$ cat src/rtl/platform_input_ctrl.sv
// rtl/platform_input_ctrl.sv - button sync/debounce, frame timer and move/draw sequencer for the paddle renderer
module platform_input_ctrl #(
  parameter int SYNC_STAGES     = 2,
  parameter int DEBOUNCE_CYCLES = 250000,
  parameter int DB_W            = 18,
  parameter int TICK_CYCLES     = 833333,
  parameter int TICK_W          = 20,
  parameter int MOVE_DIV        = 2,
  parameter int DRAW_HOLD       = 5
) (
  input  logic clk,
  input  logic resetn,
  input  logic key_left_n,
  input  logic key_right_n,
  input  logic pause,
  output logic left,
  output logic right,
  output logic enable,
  output logic draw,
  output logic frame_tick,
  output logic busy,
  output logic overrun
);

  localparam int MV_W   = (MOVE_DIV > 1) ? $clog2(MOVE_DIV) : 1;
  localparam int HOLD_W = (DRAW_HOLD > 1) ? $clog2(DRAW_HOLD) : 1;

  localparam logic [DB_W-1:0]   DB_LAST   = DB_W'(DEBOUNCE_CYCLES - 1);
  localparam logic [TICK_W-1:0] TICK_LAST = TICK_W'(TICK_CYCLES - 1);
  localparam logic [MV_W-1:0]   MV_LAST   = MV_W'(MOVE_DIV - 1);
  localparam logic [HOLD_W-1:0] HOLD_LAST = HOLD_W'(DRAW_HOLD - 1);

  typedef enum logic [1:0] {IDLE, MOVE, DRAW, WAIT} state_t;

  state_t              state;
  logic [SYNC_STAGES-1:0] sync_l, sync_r, sync_p;
  logic [1:0]          key_sync;
  logic [1:0]          db;
  logic [DB_W-1:0]     db_cnt [2];
  logic [TICK_W-1:0]   tick_cnt;
  logic [MV_W-1:0]     move_cnt;
  logic [HOLD_W-1:0]   hold_cnt;
  logic                pause_sync;

  // Keys are inverted on entry so everything downstream is active-high.
  always_ff @(posedge clk) begin
    if (!resetn) begin
      sync_l <= '0;
      sync_r <= '0;
      sync_p <= '0;
    end else begin
      sync_l <= {sync_l[SYNC_STAGES-2:0], ~key_left_n};
      sync_r <= {sync_r[SYNC_STAGES-2:0], ~key_right_n};
      sync_p <= {sync_p[SYNC_STAGES-2:0], pause};
    end
  end

  assign key_sync   = {sync_r[SYNC_STAGES-1], sync_l[SYNC_STAGES-1]};
  assign pause_sync = sync_p[SYNC_STAGES-1];

  always_ff @(posedge clk) begin
    if (!resetn) begin
      db        <= '0;
      db_cnt[0] <= '0;
      db_cnt[1] <= '0;
    end else begin
      for (int k = 0; k < 2; k++) begin
        if (key_sync[k] == db[k]) begin
          db_cnt[k] <= '0;
        end else if (db_cnt[k] == DB_LAST) begin
          db[k]     <= ~db[k];
          db_cnt[k] <= '0;
        end else begin
          db_cnt[k] <= db_cnt[k] + DB_W'(1);
        end
      end
    end
  end

  always_ff @(posedge clk) begin
    if (!resetn) begin
      left  <= 1'b0;
      right <= 1'b0;
    end else begin
      left  <= db[0] & ~db[1];
      right <= db[1] & ~db[0];
    end
  end

  always_ff @(posedge clk) begin
    if (!resetn) begin
      tick_cnt   <= '0;
      frame_tick <= 1'b0;
    end else begin
      tick_cnt   <= (tick_cnt == TICK_LAST) ? '0 : tick_cnt + TICK_W'(1);
      frame_tick <= (tick_cnt == TICK_LAST);
    end
  end

  // Strobes are registered, so the move decision is taken on the edge that enters MOVE.
  always_ff @(posedge clk) begin
    if (!resetn) begin
      state    <= IDLE;
      enable   <= 1'b0;
      draw     <= 1'b0;
      busy     <= 1'b0;
      overrun  <= 1'b0;
      move_cnt <= '0;
      hold_cnt <= '0;
    end else begin
      enable <= 1'b0;
      draw   <= 1'b0;
      if (frame_tick && state != IDLE)
        overrun <= 1'b1;
      case (state)
        IDLE: begin
          if (frame_tick) begin
            state    <= MOVE;
            busy     <= 1'b1;
            enable   <= (move_cnt == '0) && !pause_sync;
            move_cnt <= (move_cnt == MV_LAST) ? '0 : move_cnt + MV_W'(1);
          end
        end
        MOVE: begin
          state    <= DRAW;
          draw     <= 1'b1;
          hold_cnt <= '0;
        end
        DRAW: state <= WAIT;
        WAIT: begin
          if (hold_cnt == HOLD_LAST) begin
            state <= IDLE;
            busy  <= 1'b0;
          end else begin
            hold_cnt <= hold_cnt + HOLD_W'(1);
          end
        end
        default: begin
          state <= IDLE;
          busy  <= 1'b0;
        end
      endcase
    end
  end

endmodule

$ cat config.mk
export PLATFORM = sky130hd
export DESIGN_NAME = platform_input_ctrl
export DESIGN_NICKNAME = d
export VERILOG_FILES = /design/src/rtl/platform_input_ctrl.sv
export SDC_FILE = /design/constraint.sdc
export NUM_CORES = 1
export LEC_CHECK = 0
export BUFFER_PORTS_ARGS = -buffer_cell sky130_fd_sc_hd__buf_4
export CAP_MARGIN = 20
export CORE_MARGIN = 2
export CORE_UTILIZATION = 48
export DETAILED_ROUTE_END_ITERATION = 12
export PLACE_DENSITY = 0.6
export SLEW_MARGIN = 20
export SYNTH_ARGS = -nofsm -noshare
export SYNTH_HDL_FRONTEND = slang
export SYNTH_SLANG_ARGS = --single-unit
$ cat constraint.sdc
create_clock -name clk -period 2.77 [get_ports clk]
set_input_delay 0.1385 -clock clk [delete_from_list [all_inputs] [get_ports clk]]
set_output_delay 0.1385 -clock clk [all_outputs]
set_load 0.1 [all_outputs]
---- After elaboration in Yosys (flattened, before gate mapping) ----
Memories as Yosys holds them, arrays and structs flattened.
Cells that the tools add are included.
storage, ports and cells
  memories ................................ 1
  register bits ........................... 41
  word-level logic and storage cells ...... 104
  bits in writable memories ............... 36
memory list
  memory  depth  width  rd ports  clocked after memory_dff  wr ports  line  source
  db_cnt  2      18     2         0                         2         39    logic [DB_W-1:0] db_cnt [2];
cells by class
  add/subtract/negate cells ............... 5
  bitwise logic cells ..................... 16
  reduce and logical (&&, ||, !) cells .... 15
  multiplexer cells ....................... 39
  equality and inequality tests ........... 12
operators by type and width
  cell                   count
  $mux 18                6
  $add 18x1->18 const B  2
  $eq 18x18->1 const B   2
  $mux 1                 27
  $add 20x1->20 const B  1
  $eq 20x20->1 const B   1
  $reduce_and 2->1       5
  $not 1->1              8
  $pmux 2 s4             1
  $ne 2x2->1 const B     3
  $or 1x1->1             6
  $pmux 3 s2             1
  $reduce_and 3->1       2
  $reduce_bool 2->1      3
  $eq 2x2->1 const B     2
  $mux 2                 2
  $add 3x1->3 const B    1
  $eq 3x3->1 const B     1
  $mux 3                 1
  $and 1x1->1            2
  $eq 1x1->1             2
  $eq 2x1->1 const B     1
  $logic_and 1x1->1      2
  $logic_not 2->1        1
  other kinds (4)        4

---- Logic depth before layout (Yosys ltp) ----
  depth after elaboration ................. 7
  mapped depth ............................ 7

---- Least setup slack after synthesis ----
Ideal clock, no wire load.
  path type ............................... register to register
  from .................................... memory db_cnt[0][0]
  to ...................................... memory db_cnt[0][7] (data pin)
  setup slack ............................. 0.849 ns
  library setup time ...................... 0.255 ns
  stages on the path, launching flop included .. 7
  period minus slack after synthesis ...... 1.921 ns
  arrival ................................. 1.667 ns
  buffers on the path ..................... 1
  required time ........................... 2.515 ns
  cells stage by stage .................... edfxtp_1 > ha_1 > nand3_2 > or4_4 > o21ai_4 > buf_6 > nor2_1
RTL lines
  element          line
  start, declared  39

==> impl_metrics.tcl <==
set metrics [dict create \
    fin_total_pwr_mw 2.38 \
    die_y_um 92.9 \
    synth.avg_cell_area_um2 9.95 \
    grt.met3_usage 0.0244 \
    area_delta_synth_final_pct 14.1 \
    core-area_mm2 0.00769 \
    hp-class "in2reg" \
    synth-edff-count 36 \
    grt-ovfl-total 0 \
    finalCritPeriodShare 0.770 \
    ios 12 \
    final_cell_mix "72 x nor2_1, 41 x dfxtp_1, 36 x edfxtp_1, 36 x conb_1, 32 x xnor2_1" \
    yosysTopAreaCell "edfxtp_1" \
    drive_gt1_frac 0.0847 \
    yosysWarningCount 0 \
    mostFrequentLayoutCell "nor2_1" \
    fin_cells 539 \
    max_stage_delay_ns 0.55 \
    p_clk_frac 0.386 \
    fp.dieArea_mm2 0.00863 \
    slew_headroom 0.571 \
    critical_path_class "reg2reg" \
    finalSetupTns_ns 0 \
    ys_ff_latch 77 \
    power_frac_comb 0.080 \
    tightest_slew_ns 0.643 \
    regArea_mm2 0.00190 \
    h-tree-depth 3 \
    vias_per_cell 5.10 \
    clk_pin_slew_ns 0.09 \
    grt_use_met2 0.271 \
    fin_hold_ws_ns 0.118 \
    io_buffers 11 \
    critPathMaxFanout 17 \
    ctsLongestPathBuffers 2 \
    row_count 32 \
    wl_um 6770 \
    synth_cell_type_count 49 \
    dieWidth_um 92.9 \
    antenna_found_initial 0 \
    drtIter0Drc 95 \
    reg2reg_slack_ns 0.64 \
    cp.arrival_ns 2.22 \
    outcome "finished clean" \
    fillers 708 \
    grt_pass1_wl_um 11600 \
    gp_congestion 0.787 \
    pwr-share-seq 0.534 \
    numCtsBuffers 9 \
    multi_input_area_mm2 0.00190 \
    nNetsFinal 447 \
    root_buffer "clkbuf_8" \
    vias 2747 \
    ant_nets 0 \
    path_delay_family "simple AND/OR/NAND/NOR gates" \
    grt.met1_usage 0.224 \
    layout_setup_ws_ns 0.638 \
    skew_ns 0.0128 \
    swShare 0.255 \
    place_inst 520 \
    clk_latency_ns 0.35 \
    max_freq_mhz 469 \
    path_buf_inv 0 \
    dr.pass1.iters 4 \
    start_kind "register" \
    worst_ep_required_time_ns 2.86 \
    reg2reg_from "db_cnt[0][0]" \
    synthFlopType "dfxtp_1" \
    cellPowerDensity_mw_per_mm2 551 \
    crit_chain "ha_1 > nand3_2 > or4_4 > o21ai_4 > nor2_1" \
    cts_tree "yes" \
    postSynthCellCount 381 \
    holdCritStartpoint "resetn" \
    place_area_mm2 0.00408 \
    synth_top_area_share 0.285 \
    dp_hpwl_um 4710 \
    max_cap_viol_count 0 \
    wl_per_cell_um 12.6 \
    cts_setup_buffers 0 \
    ff2ff_path_depth 5 \
    async_flop_share 0 \
    netlist_area_mm2 0.00379 \
    initial_core_util 0.493 \
    worstSetupEndpointType "register" \
    grt_usage 0.169 \
    setup_violations 0 \
    peakVddDrop_mv 0.324 \
    rr_endpoint "db_cnt[0][8]" \
    p_switching_mw 0.609 \
    synth_area_leaders "edfxtp_1 29%, dfxtp_1 22%, xnor2_1 7.4%" \
    slew_viol_final 0 \
    grt_busiest_layer "met2" \
    drc 0 \
    worst_hold_path.endpoint "hold_cnt[2]" \
    diodes 0 \
    p_int_mw 1.78 \
    clkSinkCount 77 \
    grt_max_degree 19 \
    fin_crit_ns 2.13 \
    rsz0062_at_grt "no" \
    p_leak_nw 1.49 \
    hold_depth 3 \
    slowest_stage "or4_4" \
    fin_util 0.563 \
    pre_cts_ws_ns 0.613 \
    final_hold_viol_count 0 \
    ys_seq_area_frac 0.501 \
    postLayoutCellArea_mm2 0.00433 \
    grt_pass1_vias 2576 \
]
[flip-flops by register name, summed over array words and instances (netlist names)]
name        cells
db_cnt         36
tick_cnt       20
hold_cnt        3
db              2
state           2
sync_l          2
sync_p          2
sync_r          2
busy            1
draw            1
enable          1
frame_tick      1
left            1
move_cnt        1
overrun         1
right           1
[per-layer routing]
| layer | wire, µm | vias up |
|---|---|---|
| li1 | - | 1422 |
| met1 | 3380 | 1279 |
| met2 | 3090 | 36 |
| met3 | 162 | 10 |
| met4 | 135 | 0 |
| met5 | 0 | - |
[logic make-up after synthesis]
kind of cell / count (synthesis) / synth area share
flip-flops: 77 / 0.501
buffers and inverters: 27 / 0.0320
multiplexers: 5 / 0.0135
adder cells (fa/ha/maj): 10 / 0.0330
AO/OA/AOI/OAI: 28 / 0.0531
XOR/XNOR: 44 / 0.102
AND/OR/NAND/NOR: 189 / 0.264
other: 1 / 0.000989
[how the worst max path moves through the flow]
stage,startpoint,end,slack (ns),depth (start not counted)
after detailed placement,db_cnt[0][0],db_cnt[0][5],0.61,5
after CTS,db_cnt[0][0],db_cnt[0][2],0.62,5
after global placement,db_cnt[0][0],db_cnt[0][8],0.65,5
after floorplan,db_cnt[0][0],db_cnt[0][7],0.85,6
after global routing,db_cnt[1][9],db_cnt[1][11],0.51,4
final,db_cnt[0][0],db_cnt[0][8],0.64,5
[power groups by stage]
stage / logic (mW) / registers (mW) / clock network, mW
final: 0.190 / 1.27 / 0.920
after detailed placement: 0.187 / 1.30 / 0
after global placement: 0.183 / 1.30 / 0
after floorplan: 0.124 / 1.32 / 0
after CTS: 0.192 / 1.27 / 0.950
after global routing: 0.212 / 1.28 / 0.992
[cell type report]
class                           instances  area share
Timing Repair Buffer                   14      0.0260
Clock inverter                          6      0.0156
Multi-Input combinational cell        312       0.439
Inverter                               18      0.0156
Tap cell                              102      0.0295
Clock buffer                           10      0.0344
Sequential cell                        77       0.440
[synthesized netlist by cell type, types with 4 or more instances]
master	n
nor2_1	72
and2_1	7
nor4_1	11
nand3_1	18
inv_1	18
nand4_1	19
nand2_1	18
nor3_1	14
clkbuf_1	5
dfxtp_1	41
a21oi_1	14
xnor2_1	32
mux2i_1	4
edfxtp_1	36
xor2_1	12
ha_1	10
[tightest hold or removal path, delay by kind of cell]
family | cells | cell delay (ns)
simple gates | 2 | 0.12
buf+inv | 1 | 0.18
[timing repair]
item	CTS	global route
hold buffers	3	0
resized for setup	0	0
endpoints found under the hold margin	3	0
Power figures use the tool's default switching activity.
